**config.mk**
```make
export PLATFORM = sky130hd
export DESIGN_NAME = changer_arb
export DESIGN_NICKNAME = d
export VERILOG_FILES = /design/src/rtl/changer_pkg.sv /design/src/rtl/changer.sv /design/src/rtl/changer_arb.sv
export SDC_FILE = /design/constraint.sdc
export NUM_CORES = 1
export LEC_CHECK = 0
export CORE_MARGIN = 2
export CORE_UTILIZATION = 42
export DETAILED_ROUTE_END_ITERATION = 12
export GPL_ROUTABILITY_DRIVEN = 0
export MAX_ROUTING_LAYER = met4
export PLACE_DENSITY = 0.79
export SLEW_MARGIN = 25
export SYNTH_ARGS = -nofsm -noshare
export SYNTH_HDL_FRONTEND = slang
export SYNTH_HIERARCHICAL = 1
export SYNTH_SLANG_ARGS = --single-unit
```
**constraint.sdc**
```tcl
create_clock -name i_clk -period 3.32 [get_ports i_clk]
set_input_delay 0.498 -clock i_clk [delete_from_list [all_inputs] [get_ports i_clk]]
set_output_delay 0.498 -clock i_clk [all_outputs]
set_load 0.02 [all_outputs]
```
**src/rtl/changer_pkg.sv**
```systemverilog
// Shared types and defaults for the changer arbiter slice.
package changer_pkg;

  localparam int unsigned DefaultN = 8;

  typedef enum logic {S_EMPTY, S_FULL} slot_state_t;

endpackage

```
**src/rtl/changer.sv**
```systemverilog
// Bit-toggle datapath: y = a ^ (1 << b), with b a sign-magnitude index.
module changer #(
  parameter int unsigned N = changer_pkg::DefaultN
) (
  input  logic [N-1:0] a_i,
  input  logic [N-1:0] b_i,
  output logic [N-1:0] y_o,
  output logic         err_o
);

  localparam logic [N-1:0] NVal = N[N-1:0];
  localparam logic [N-1:0] One  = {{(N-1){1'b0}}, 1'b1};

  logic [N-1:0] idx;

  always_comb begin
    idx   = {1'b0, b_i[N-2:0]};
    // Negative or out-of-range index is an error; the result is forced to zero.
    err_o = b_i[N-1] || (idx >= NVal);
    y_o   = err_o ? '0 : (a_i ^ (One << b_i[N-2:0]));
  end

endmodule

```
**src/rtl/changer_arb.sv**
```systemverilog
// Two-requester round-robin arbiter sharing one changer, with a one-entry
// registered output slot and a saturating error counter.
module changer_arb
  import changer_pkg::*;
#(
  parameter int unsigned N     = DefaultN,
  parameter int unsigned CNT_W = 8
) (
  input  logic             i_clk,
  input  logic             i_rst_n,
  input  logic             i_v0,
  output logic             o_rdy0,
  input  logic [N-1:0]     i_a0,
  input  logic [N-1:0]     i_b0,
  input  logic             i_v1,
  output logic             o_rdy1,
  input  logic [N-1:0]     i_a1,
  input  logic [N-1:0]     i_b1,
  output logic             o_v,
  input  logic             i_rdy,
  output logic [N-1:0]     o_out,
  output logic             o_ERR,
  output logic             o_id,
  output logic [CNT_W-1:0] o_err_cnt
);

  slot_state_t      state_q, state_d;
  logic [N-1:0]     out_q, out_d;
  logic             err_q, err_d;
  logic             id_q, id_d;
  logic [CNT_W-1:0] cnt_q, cnt_d;
  logic             prio_q, prio_d;

  logic             slot_free;
  logic             gnt0, gnt1, accept;
  logic [N-1:0]     mux_a, mux_b;
  logic [N-1:0]     res;
  logic             res_err;

  // A full slot being drained this cycle can take a new result without a bubble.
  always_comb begin
    slot_free = (state_q == S_EMPTY) || i_rdy;
    gnt0      = slot_free && i_v0 && (!i_v1 || !prio_q);
    gnt1      = slot_free && i_v1 && (!i_v0 || prio_q);
    accept    = gnt0 || gnt1;
    mux_a     = gnt1 ? i_a1 : i_a0;
    mux_b     = gnt1 ? i_b1 : i_b0;
  end

  changer #(
    .N (N)
  ) u_changer (
    .a_i   (mux_a),
    .b_i   (mux_b),
    .y_o   (res),
    .err_o (res_err)
  );

  always_comb begin
    state_d = state_q;
    out_d   = out_q;
    err_d   = err_q;
    id_d    = id_q;
    cnt_d   = cnt_q;
    prio_d  = prio_q;
    if (accept) begin
      state_d = S_FULL;
      out_d   = res;
      err_d   = res_err;
      id_d    = gnt1;
      prio_d  = ~gnt1;
      if (res_err && (cnt_q != '1)) begin
        cnt_d = cnt_q + CNT_W'(1);
      end
    end else if ((state_q == S_FULL) && i_rdy) begin
      state_d = S_EMPTY;
    end
  end

  always_ff @(posedge i_clk or negedge i_rst_n) begin
    if (!i_rst_n) begin
      state_q <= S_EMPTY;
      out_q   <= '0;
      err_q   <= 1'b0;
      id_q    <= 1'b0;
      cnt_q   <= '0;
      prio_q  <= 1'b0;
    end else begin
      state_q <= state_d;
      out_q   <= out_d;
      err_q   <= err_d;
      id_q    <= id_d;
      cnt_q   <= cnt_d;
      prio_q  <= prio_d;
    end
  end

  assign o_rdy0    = gnt0;
  assign o_rdy1    = gnt1;
  assign o_v       = (state_q == S_FULL);
  assign o_out     = out_q;
  assign o_ERR     = err_q;
  assign o_id      = id_q;
  assign o_err_cnt = cnt_q;

endmodule

```
=== Word-level counts from Yosys, hierarchy flattened ===
Index checks and enable logic that the tools add are counted.

* Bits in writable memories: 0
* Memories: 0
* Latch bits: 0
* Output and inout bits: 21
* Flip-flop bits (word level): 20
* Bits in read-only memories: 0
* Input bits: 37

* Magnitude comparators: 1
* Equality and inequality tests: 1
* Mux-type cells: 5
* $mul: 0
* Reduce and logical (&&, ||, !) cells: 16
* Add/sub/neg operators: 1
* Div/mod/pow operators: 0
* Bitwise operators: 3
* Shift operators: 1

{| class="wikitable"
|+ Operators with widths
! kind !! count
|-
| 8-bit 2-to-1 mux || 3
|-
| 8-bit by 1-bit adder with 8-bit output, second input constant || 1
|-
| 8-bit inequality test, second input constant || 1
|-
| 1-bit by 7-bit left shift with 8-bit output, first input constant || 1
|-
| 8-bit bitwise XOR || 1
|-
| 7-bit by 4-bit greater-or-equal comparator with 1-bit output, second input constant || 1
|-
| 1-bit logical AND || 6
|-
| 1-bit logical OR || 5
|-
| 1-bit zero test || 3
|-
| 1-bit 2-to-1 mux || 2
|-
| 1-bit inverter || 2
|-
| 2-bit AND reduction || 1
|-
| 2-bit nonzero test || 1
|}

=== Longest topological paths before layout ===
* Depth after elaboration: 9
* Gate-level depth with buffers: 11
* Gate-level depth less buffers: 9

=== Modules after synthesis ===
Netlist, hierarchy kept.

{| class="wikitable"
|+ By module, submodules not included
! module !! area each (sq um) !! cells each !! sequential area each (sq um) !! instances
|-
| changer_arb || 1,099.8 || 89 || 500.5 || 1
|-
| changer || 221.5 || 28 || 0.0 || 1
|}

=== Worst setup path after synthesis ===
OpenSTA, ideal clock, no wires.

* Path type: input-to-reg
* From: input i_rdy
* To: register cnt_q[5] (netlist: o_err_cnt[5])
* Stages: 11
* Data arrival time: 2.427 ns
* Data required time: 3.195 ns
* Buffers on the path: 2
* Slack: 0.768 ns
* Path through: nand2b_2 -> nand3_4 -> buf_4 -> mux2_2 -> buf_2 -> nor2_1 -> nand2_1 -> nand4_1 -> nor3_4 -> nand3_1 -> mux2_4

* Word-level cells in the longest chain between the ends: 8
* Elaborated cells on any way between the ends: 11
* Those cells by class: order compare (1); mux (1); reduce/logical (9)

{| class="wikitable"
|+ Ends and longest elaborated chain
! element !! RTL line !! text
|-
| start: declaration || changer_arb.sv:20 || <nowiki>input logic i_rdy,</nowiki>
|-
| 1-bit logical OR || changer_arb.sv:42 || <nowiki>slot_free = (state_q == S_EMPTY) || i_rdy;</nowiki>
|-
| 1-bit logical AND (2 in series) || changer_arb.sv:44 || <nowiki>gnt1 = slot_free && i_v1 && (!i_v0 || prio_q);</nowiki>
|-
| 8-bit 2-to-1 mux || changer_arb.sv:47 || <nowiki>mux_b = gnt1 ? i_b1 : i_b0;</nowiki>
|-
| named net mux_b[3] || changer_arb.sv:36 || <nowiki>logic [N-1:0] mux_a, mux_b;</nowiki>
|-
| 7-bit by 4-bit greater-or-equal comparator with 1-bit output || changer.sv:19 || <nowiki>err_o = b_i[N-1] || (idx >= NVal);</nowiki>
|-
| 1-bit logical OR || changer.sv:19 ||
|-
| named net res_err || changer_arb.sv:38 || <nowiki>logic res_err;</nowiki>
|-
| 1-bit logical AND || changer_arb.sv:72 || <nowiki>if (res_err && (cnt_q != '1)) begin</nowiki>
|-
| 2-bit AND reduction (no source line) || - ||
|-
| end signal: assignment || changer_arb.sv:93 || <nowiki>cnt_q <= cnt_d;</nowiki>
|-
| end: declaration || changer_arb.sv:31 || <nowiki>logic [CNT_W-1:0] cnt_q, cnt_d;</nowiki>
|}

The timed path passes the listed nets, and every way through them passes these cells.
A chain may end at the register's enable or synchronous reset.

=== Final worst setup path ===
* From: input i_v1
* To: register cnt_q[5] (netlist: o_err_cnt[5])

* Word-level cells in the longest chain between the ends: 7
* Elaborated cells on any way between the ends: 11
* Those cells by class: order compare (1); mux (1); reduce/logical (9)

{| class="wikitable"
|+ Ends and longest elaborated chain
! element !! RTL line !! text
|-
| start: declaration || changer_arb.sv:15 || <nowiki>input logic i_v1,</nowiki>
|-
| 1-bit logical AND (2 in series) || changer_arb.sv:44 ||
|-
| 8-bit 2-to-1 mux || changer_arb.sv:47 ||
|-
| named net mux_b[3] || changer_arb.sv:36 ||
|-
| 7-bit by 4-bit greater-or-equal comparator with 1-bit output || changer.sv:19 ||
|-
| 1-bit logical OR || changer.sv:19 ||
|-
| named net res_err || changer_arb.sv:38 ||
|-
| 1-bit logical AND || changer_arb.sv:72 ||
|-
| 2-bit AND reduction (no source line) || - ||
|}

The timed path passes the listed nets, and every way through them passes these cells.

==> reports/metrics.yaml <==
outcome:
  status: "complete, no violations"
clock_tree:
  path_clk_slew_ns: 0.10
  cts_setup_buffers: 0
  cts_resized: 0
  cts-root-buf: "clkbuf_4"
  cts_tree: "yes"
  ctsHoldBuffers: 0
  clk_latency_ns: 0.29
  cts_buffers: 3
  h-tree-depth: 1
  cts_sinks: 20
  clock_path_buffers: 2
synth:
  synth_top_area_share_pct: 37.9
  synth-seq-cells: 20
  synth_warnings: 6
  yosys-top-cells-area: "dfrtp_1 (38%), mux2_2 (21%), xnor2_1 (6.0%)"
  syn_area_mm2: 0.00132
  syn_nets: 155
  yosysTopAreaCell: "dfrtp_1"
  synth_seq_area_share_pct: 37.9
  synth_area_per_cell_um2: 11.3
  synth_cell_types: 31
  syn_inst: 117
pwr:
  p_clk_share_pct: 12.3
  power.internal_mw: 0.556
  comb_power_share_pct: 46.5
  p_sw_mw: 0.311
  power_leakage_nw: 0.763
  seqPwrFrac_pct: 41.2
  pwr_density_cell_mw_per_mm2: 443
  swShare_pct: 35.9
  vdd.ir_drop.worst_mv: 0.296
  power.total_mw: 0.867
die:
  io_pins: 58
  die-area_mm2: 0.00361
  die_y_um: 60.1
  die_w_um: 60.1
  core_mm2: 0.00303
  rows: 20
  start_util_pct: 43.6
timing:
  fin_hold_ws_ns: 0.489
  slew_headroom_pct: 41.3
  max_freq_mhz: 349
  finalHoldViolations: 0
  fin_crit_sh_pct: 86.3
  fin_crit_ns: 2.87
  rsz0062_at_grt: "false"
  fin_tns_setup_ns: 0
  setup_viol_count_final: 0
  report.final.slew_viol_count: 0
  worst_pin_slew_ns: 0.877
  final.setup_skew_ns: 0.00265
detailed_routing:
  drt_iter0_markers: 48
  dr_total_vias: 1104
  drt_pre_antenna_iters: 4
  wire_per_inst_um: 14.8
  viasPerCell: 5.04
  drt_drc_violations_left: 0
  antenna_left: 0
  wl_um: 3240
grt:
  antenna_found_initial: 0
  grt_pass1_vias: 1135
  grt_max_degree: 21
  grt_use_total_pct: 19.9
  grt_pass1_wl_um: 5220
  grt_overflow: 0
critical_path:
  critPathMaxFanout: 18
  critical_path.startpoint: "i_v1"
  r2r-start: "prio_q"
  critPathLaunchType: "input pin"
  path_class: "in2reg"
  cp_data_required_time_ns: 3.50
  worst_ep_arrival_time_ns: 3.05
  end_kind: "flip-flop"
min_path:
  hold_path_class: "reg2reg"
  hp-start: "o_id"
flow_run:
  max_cap_violations: 0
final_layout:
  syn2layout_area_growth_pct: 48.1
  utilization_pct: 64.6
  antenna_cells: 0
  final_layout_size_suffix_gt1_share_pct: 23.4
  fin_nets: 215
placement:
  dp_hpwl_um: 2610
  numPortBuffers: 57
cell families (layout without fill, tap and decap cells):
logic type | after synthesis | in the layout | synth area share [%]
adder cells (fa/ha/maj) | 1 | 1 | 0.947
AO/OA/AOI/OAI | 7 | 7 | 3.12
AND/OR/NAND/NOR | 47 | 47 | 25.7
multiplexers | 27 | 27 | 23.6
XOR/XNOR | 11 | 11 | 7.29
flip-flops | 20 | 20 | 37.9
buffers and inverters | 4 | 62 | 1.52
layer usage:
layer / part of all wire (%) / vias to the layer above / wire length (µm) / global-route usage (%)
met1: 43 / 526 / 1390 / 22.6
met4: 1.2 / 0 / 40 / 5.40
li1: - / 545 / - / -
met3: 3.1 / 4 / 100 / 4.55
met5: 0 / - / 0 / -
met2: 53 / 29 / 1700 / 34.9
worst max-delay path, stage by stage:
cell	delay [ns]
clkdlybuf4s50_1	0.63
nand3_4	0.28
mux2_2	0.43
nor2_1	0.07
nand2_1	0.30
nand4_1	0.20
nor3_4	0.20
nand3_1	0.12
mux2_4	0.31
final timing paths:
check,slack (ns),cells past startpoint,endpoint
max in group asynchronous,2.09,1,o_out[7]
worst min register to register,0.49,2,o_id
worst max register to register,0.77,9,o_err_cnt[5]
worst max-delay path,0.45,9,o_err_cnt[5]
min in group asynchronous,0.69,1,o_out[5]
worst min-delay path,0.49,2,o_id
sequential cells by signal (all words and copies together) (netlist names):
name and cells:
o_out 8, o_ERR 1, o_err_cnt 8, prio_q 1, o_id 1, o_v 1
cells in the mapped netlist:
cell       n
nor2_4     2
nand3_4    1
and3_4     1
a21oi_1    3
nor4b_2    3
nand4_1    3
o21ai_0    1
nand2b_1   2
nor2_1    11
nor4_1     1
buf_2      1
inv_1      2
nand2_1    7
nor4_2     1
xor2_1     2
nor3_4     1
nand2b_2   1
nand3_1    5
ha_1       1
buf_4      1
o21a_1     2
and4_1     1
xnor2_1    9
a31oi_1    1
nor3_1     2
nand4b_1   1
mux2_4     2
dfrtp_1   20
and2b_4    1
mux2_2    25
and4bb_1   3
per-stage QoR:
stage	area (µm²)	instances	worst slack, ns
global route	1960	219	0.273
detailed placement	1930	216	0.155
floorplan	1320	117	0.768
finish	1960	219	0.455
global placement	1930	216	0.269
CTS	1960	219	0.475
area by class of cell:
cell class / instances / area [µm²]
Clock buffer: 3 / 22.5
Fill cell: 239 / 1070
Inverter: 2 / 7.51
Multi-Input combinational cell: 93 / 801
Sequential cell: 20 / 500
Tap cell: 44 / 55.1
Timing Repair Buffer: 57 / 571
power groups by stage:
| stage | Combinational, mW | Clock [mW] | Sequential, mW |
|---|---|---|---|
| 2_1_floorplan | 0.172 | 0 | 0.406 |
| 3_3_place_gp | 0.392 | 0 | 0.355 |
| 3_5_place_dp | 0.405 | 0 | 0.360 |
| 4_1_cts | 0.406 | 0.111 | 0.355 |
| 5_1_grt | 0.433 | 0.122 | 0.368 |
| 6_report | 0.403 | 0.107 | 0.357 |
cells in the final DEF (no fill, tap or decap):
cell type	instances
clkdlybuf4s50_1	57
mux2_2	25
dfrtp_1	20
nor2_1	11
xnor2_1	9
nand2_1	7
nand3_1	5
a21oi_1	3
nand4_1	3
clkbuf_4	3
and4bb_1	3
nor4b_2	3
nand2b_1	2
inv_1	2
nor2_4	2
xor2_1	2
mux2_4	2
nor3_1	2
o21a_1	2
nand2b_2	1
nand3_4	1
and2b_4	1
and4_1	1
and3_4	1
nor4_1	1
o21ai_0	1
nor3_4	1
a31oi_1	1
ha_1	1
nor4_2	1
nand4b_1	1
Power figures use the tool's default switching activity.
==> RTL change: new RTL, same settings <==
Set the package constant `DefaultN` to 16 (it was 8).
--- a/src/rtl/changer_pkg.sv
+++ b/src/rtl/changer_pkg.sv
@@ -1,7 +1,7 @@
 // Shared types and defaults for the changer arbiter slice.
 package changer_pkg;
 
-  localparam int unsigned DefaultN = 8;
+  localparam int unsigned DefaultN = 16;
 
   typedef enum logic {S_EMPTY, S_FULL} slot_state_t;
 
Ports: changed (5 resized); port bits go from 58 to 98. No check against the original RTL was run, so the function may have changed too.
==> RTL change against the original RTL <==
  * Global-route usage is 1.3 points lower
  * Synthesized area is 59% higher
  * Clock skew is 0.0045 ns higher
  * Routed wire length is 53% higher
  * Sequential cell count is 8 higher
  * Clock power grew to 2.5 times the old value
  * Power is 41% higher
  * Setup slack worse by 0.13 ns
  * Critical path depth stayed put
  * Worst hold slack better by 0.0094 ns
  * Cell area is 63% higher
  * Critical path type unchanged
  * Largest cell class unchanged
  * Highest routed layer unchanged
==> RTL change: results (changes against the original RTL) <==
** Clocking
- Buffer type at the clock tree root :: sky130_fd_sc_hd__clkbuf_8 (was sky130_fd_sc_hd__clkbuf_4)

** Synthesis
- Top area cells in the synthesized netlist: sky130_fd_sc_hd__dfrtp_1, sky130_fd_sc_hd__mux2_2, sky130_fd_sc_hd__xnor2_1, sky130_fd_sc_hd__nor4b_4, sky130_fd_sc_hd__nor2_1 (was sky130_fd_sc_hd__dfrtp_1, sky130_fd_sc_hd__mux2_2, sky130_fd_sc_hd__xnor2_1, sky130_fd_sc_hd__nor4b_2, sky130_fd_sc_hd__nor2_1).
- Distinct cells, synth :: 36 (was 31)
- Leading cell types by count after synthesis :: sky130_fd_sc_hd__mux2_2, sky130_fd_sc_hd__dfrtp_1, sky130_fd_sc_hd__nor2_1 (unchanged)
- Post-synthesis sequential area ratio :: 33.41% (was 37.88%)
- Mapped Nets :: 251 (was 155)

** Setup path
- Maximum cell stage delay along the critical path :: 0.49 ns (was 0.63 ns)
- R2R Path Start :: o_v (was prio_q)
- The top fanout value on the critical path came to 17 (was 18).
- Length in cells of the worst reg-to-reg path :: 8 (was 9)
- Critical path endpoint :: o_out[9] (was o_err_cnt[5])
- The slack of the worst reg-to-reg path was 0.64 ns (was 0.77 ns).
- The startpoint of the worst setup timing path was i_rdy (was i_v1).
- The library cell contributing the largest single delay on the critical path was sky130_fd_sc_hd__mux2_2 (was sky130_fd_sc_hd__clkdlybuf4s50_1).

** Die
- The number of placement rows is 25 (was 20).

** Place
- The area of placed instances was 0.003124 mm2 (was 0.001934 mm2).
- The port buffer count came to 97 (was 57).
- Worst setup slack after placement :: 0.03509 ns (was 0.1548 ns)
- Placed wire-length estimate after detailed placement :: 3.827 mm (was 2.614 mm)

** Global routing
- Largest net degree at the start of global routing :: 29 (was 21)
- The global-route total usage across every layer is 18.64% (was 19.93%).
- Global-route wire length before repair :: 7.645 mm (was 5.223 mm)
- Number of global-route vias before repair :: 1652 (was 1135)

** Finish
- Net count reported at finish :: 352 (was 215)
- The fraction of final layout cells with drive strength greater than 1 came to 27.76% (was 23.43%).

** Run status
- Result of the run: completed (unchanged).

** STA
- The final setup skew was 0.007200 ns (was 0.002653 ns).
- The pin slew with the least headroom to its limit came to 0.5110 ns (was 0.8771 ns).
- Final WS setup :: 0.3262 ns (was 0.4550 ns)

** Routing
- Drc violations :: 0 (unchanged)
- Detailed router's first-iteration violation count :: 51 (was 48)
- The per-cell via count in the routed design is 4.948 (was 5.041).

** Power and ir drop
- IR drop worst, VDD :: 0.0002196 V (was 0.0002955 V)
- The internal cell power is 0.8386 mW (was 0.5560 mW).
- Pleak :: 1.252 nW (was 0.7629 nW)
RTL change: final cells by class:
| cell class | count | area (um2) |
|---|---|---|
| Clock buffer | 3 | 41.29 |
| Clock inverter | 1 | 30.03 |
| Fill cell | 399 | 1559 |
| Inverter | 2 | 7.507 |
| Multi-Input combinational cell | 142 | 1301 |
| Sequential cell | 28 | 700.7 |
| Tap cell | 67 | 83.83 |
| Timing Repair Buffer | 105 | 1031 |
RTL change: routing by layer:
metal / GRT usage, % / part of all wire [%]
met2: 29.79 / 46
met5: - / 0
met3: 4.552 / 8.8
met1: 23.34 / 43
met4: 5.952 / 1.4
RTL change: per-stage QoR:
step	std cells	power, mW
6_report	348	1.224
2_1_floorplan	181	0.7461
4_1_cts	348	1.236
3_3_place_gp	344	0.9564
3_5_place_dp	344	0.9622
5_1_grt	348	1.300
RTL change: cells by family after synthesis:
kind of cell	count (synthesis)	share of synthesized area, %
buffers and inverters	11	4.534
AO/OA/AOI/OAI	7	1.969
flip-flops	28	33.41
adder cells (fa/ha/maj)	1	0.5966
XOR/XNOR	19	7.936
multiplexers	51	27.57
AND/OR/NAND/NOR	64	23.98
RTL change: how the worst min path moves through the flow:
stage / start / endpoint / slack (ns) / cells after the start
after floorplan: i_rst_n / o_ERR / 0.20 / 0
after global placement: o_id / o_id / 0.47 / 2
after detailed placement: o_id / o_id / 0.48 / 2
after CTS: o_id / o_id / 0.50 / 2
after global routing: o_out[1] / o_out[1] / 0.53 / 1
final: o_id / o_id / 0.50 / 2
RTL change: power groups by stage:
stage / clock (mW) / sequential, mW / combinational [mW]
after CTS: 0.278 / 0.450 / 0.508
after global routing: 0.291 / 0.460 / 0.550
after detailed placement: 0 / 0.456 / 0.506
final: 0.270 / 0.450 / 0.504
after global placement: 0 / 0.456 / 0.500
after floorplan: 0 / 0.501 / 0.245
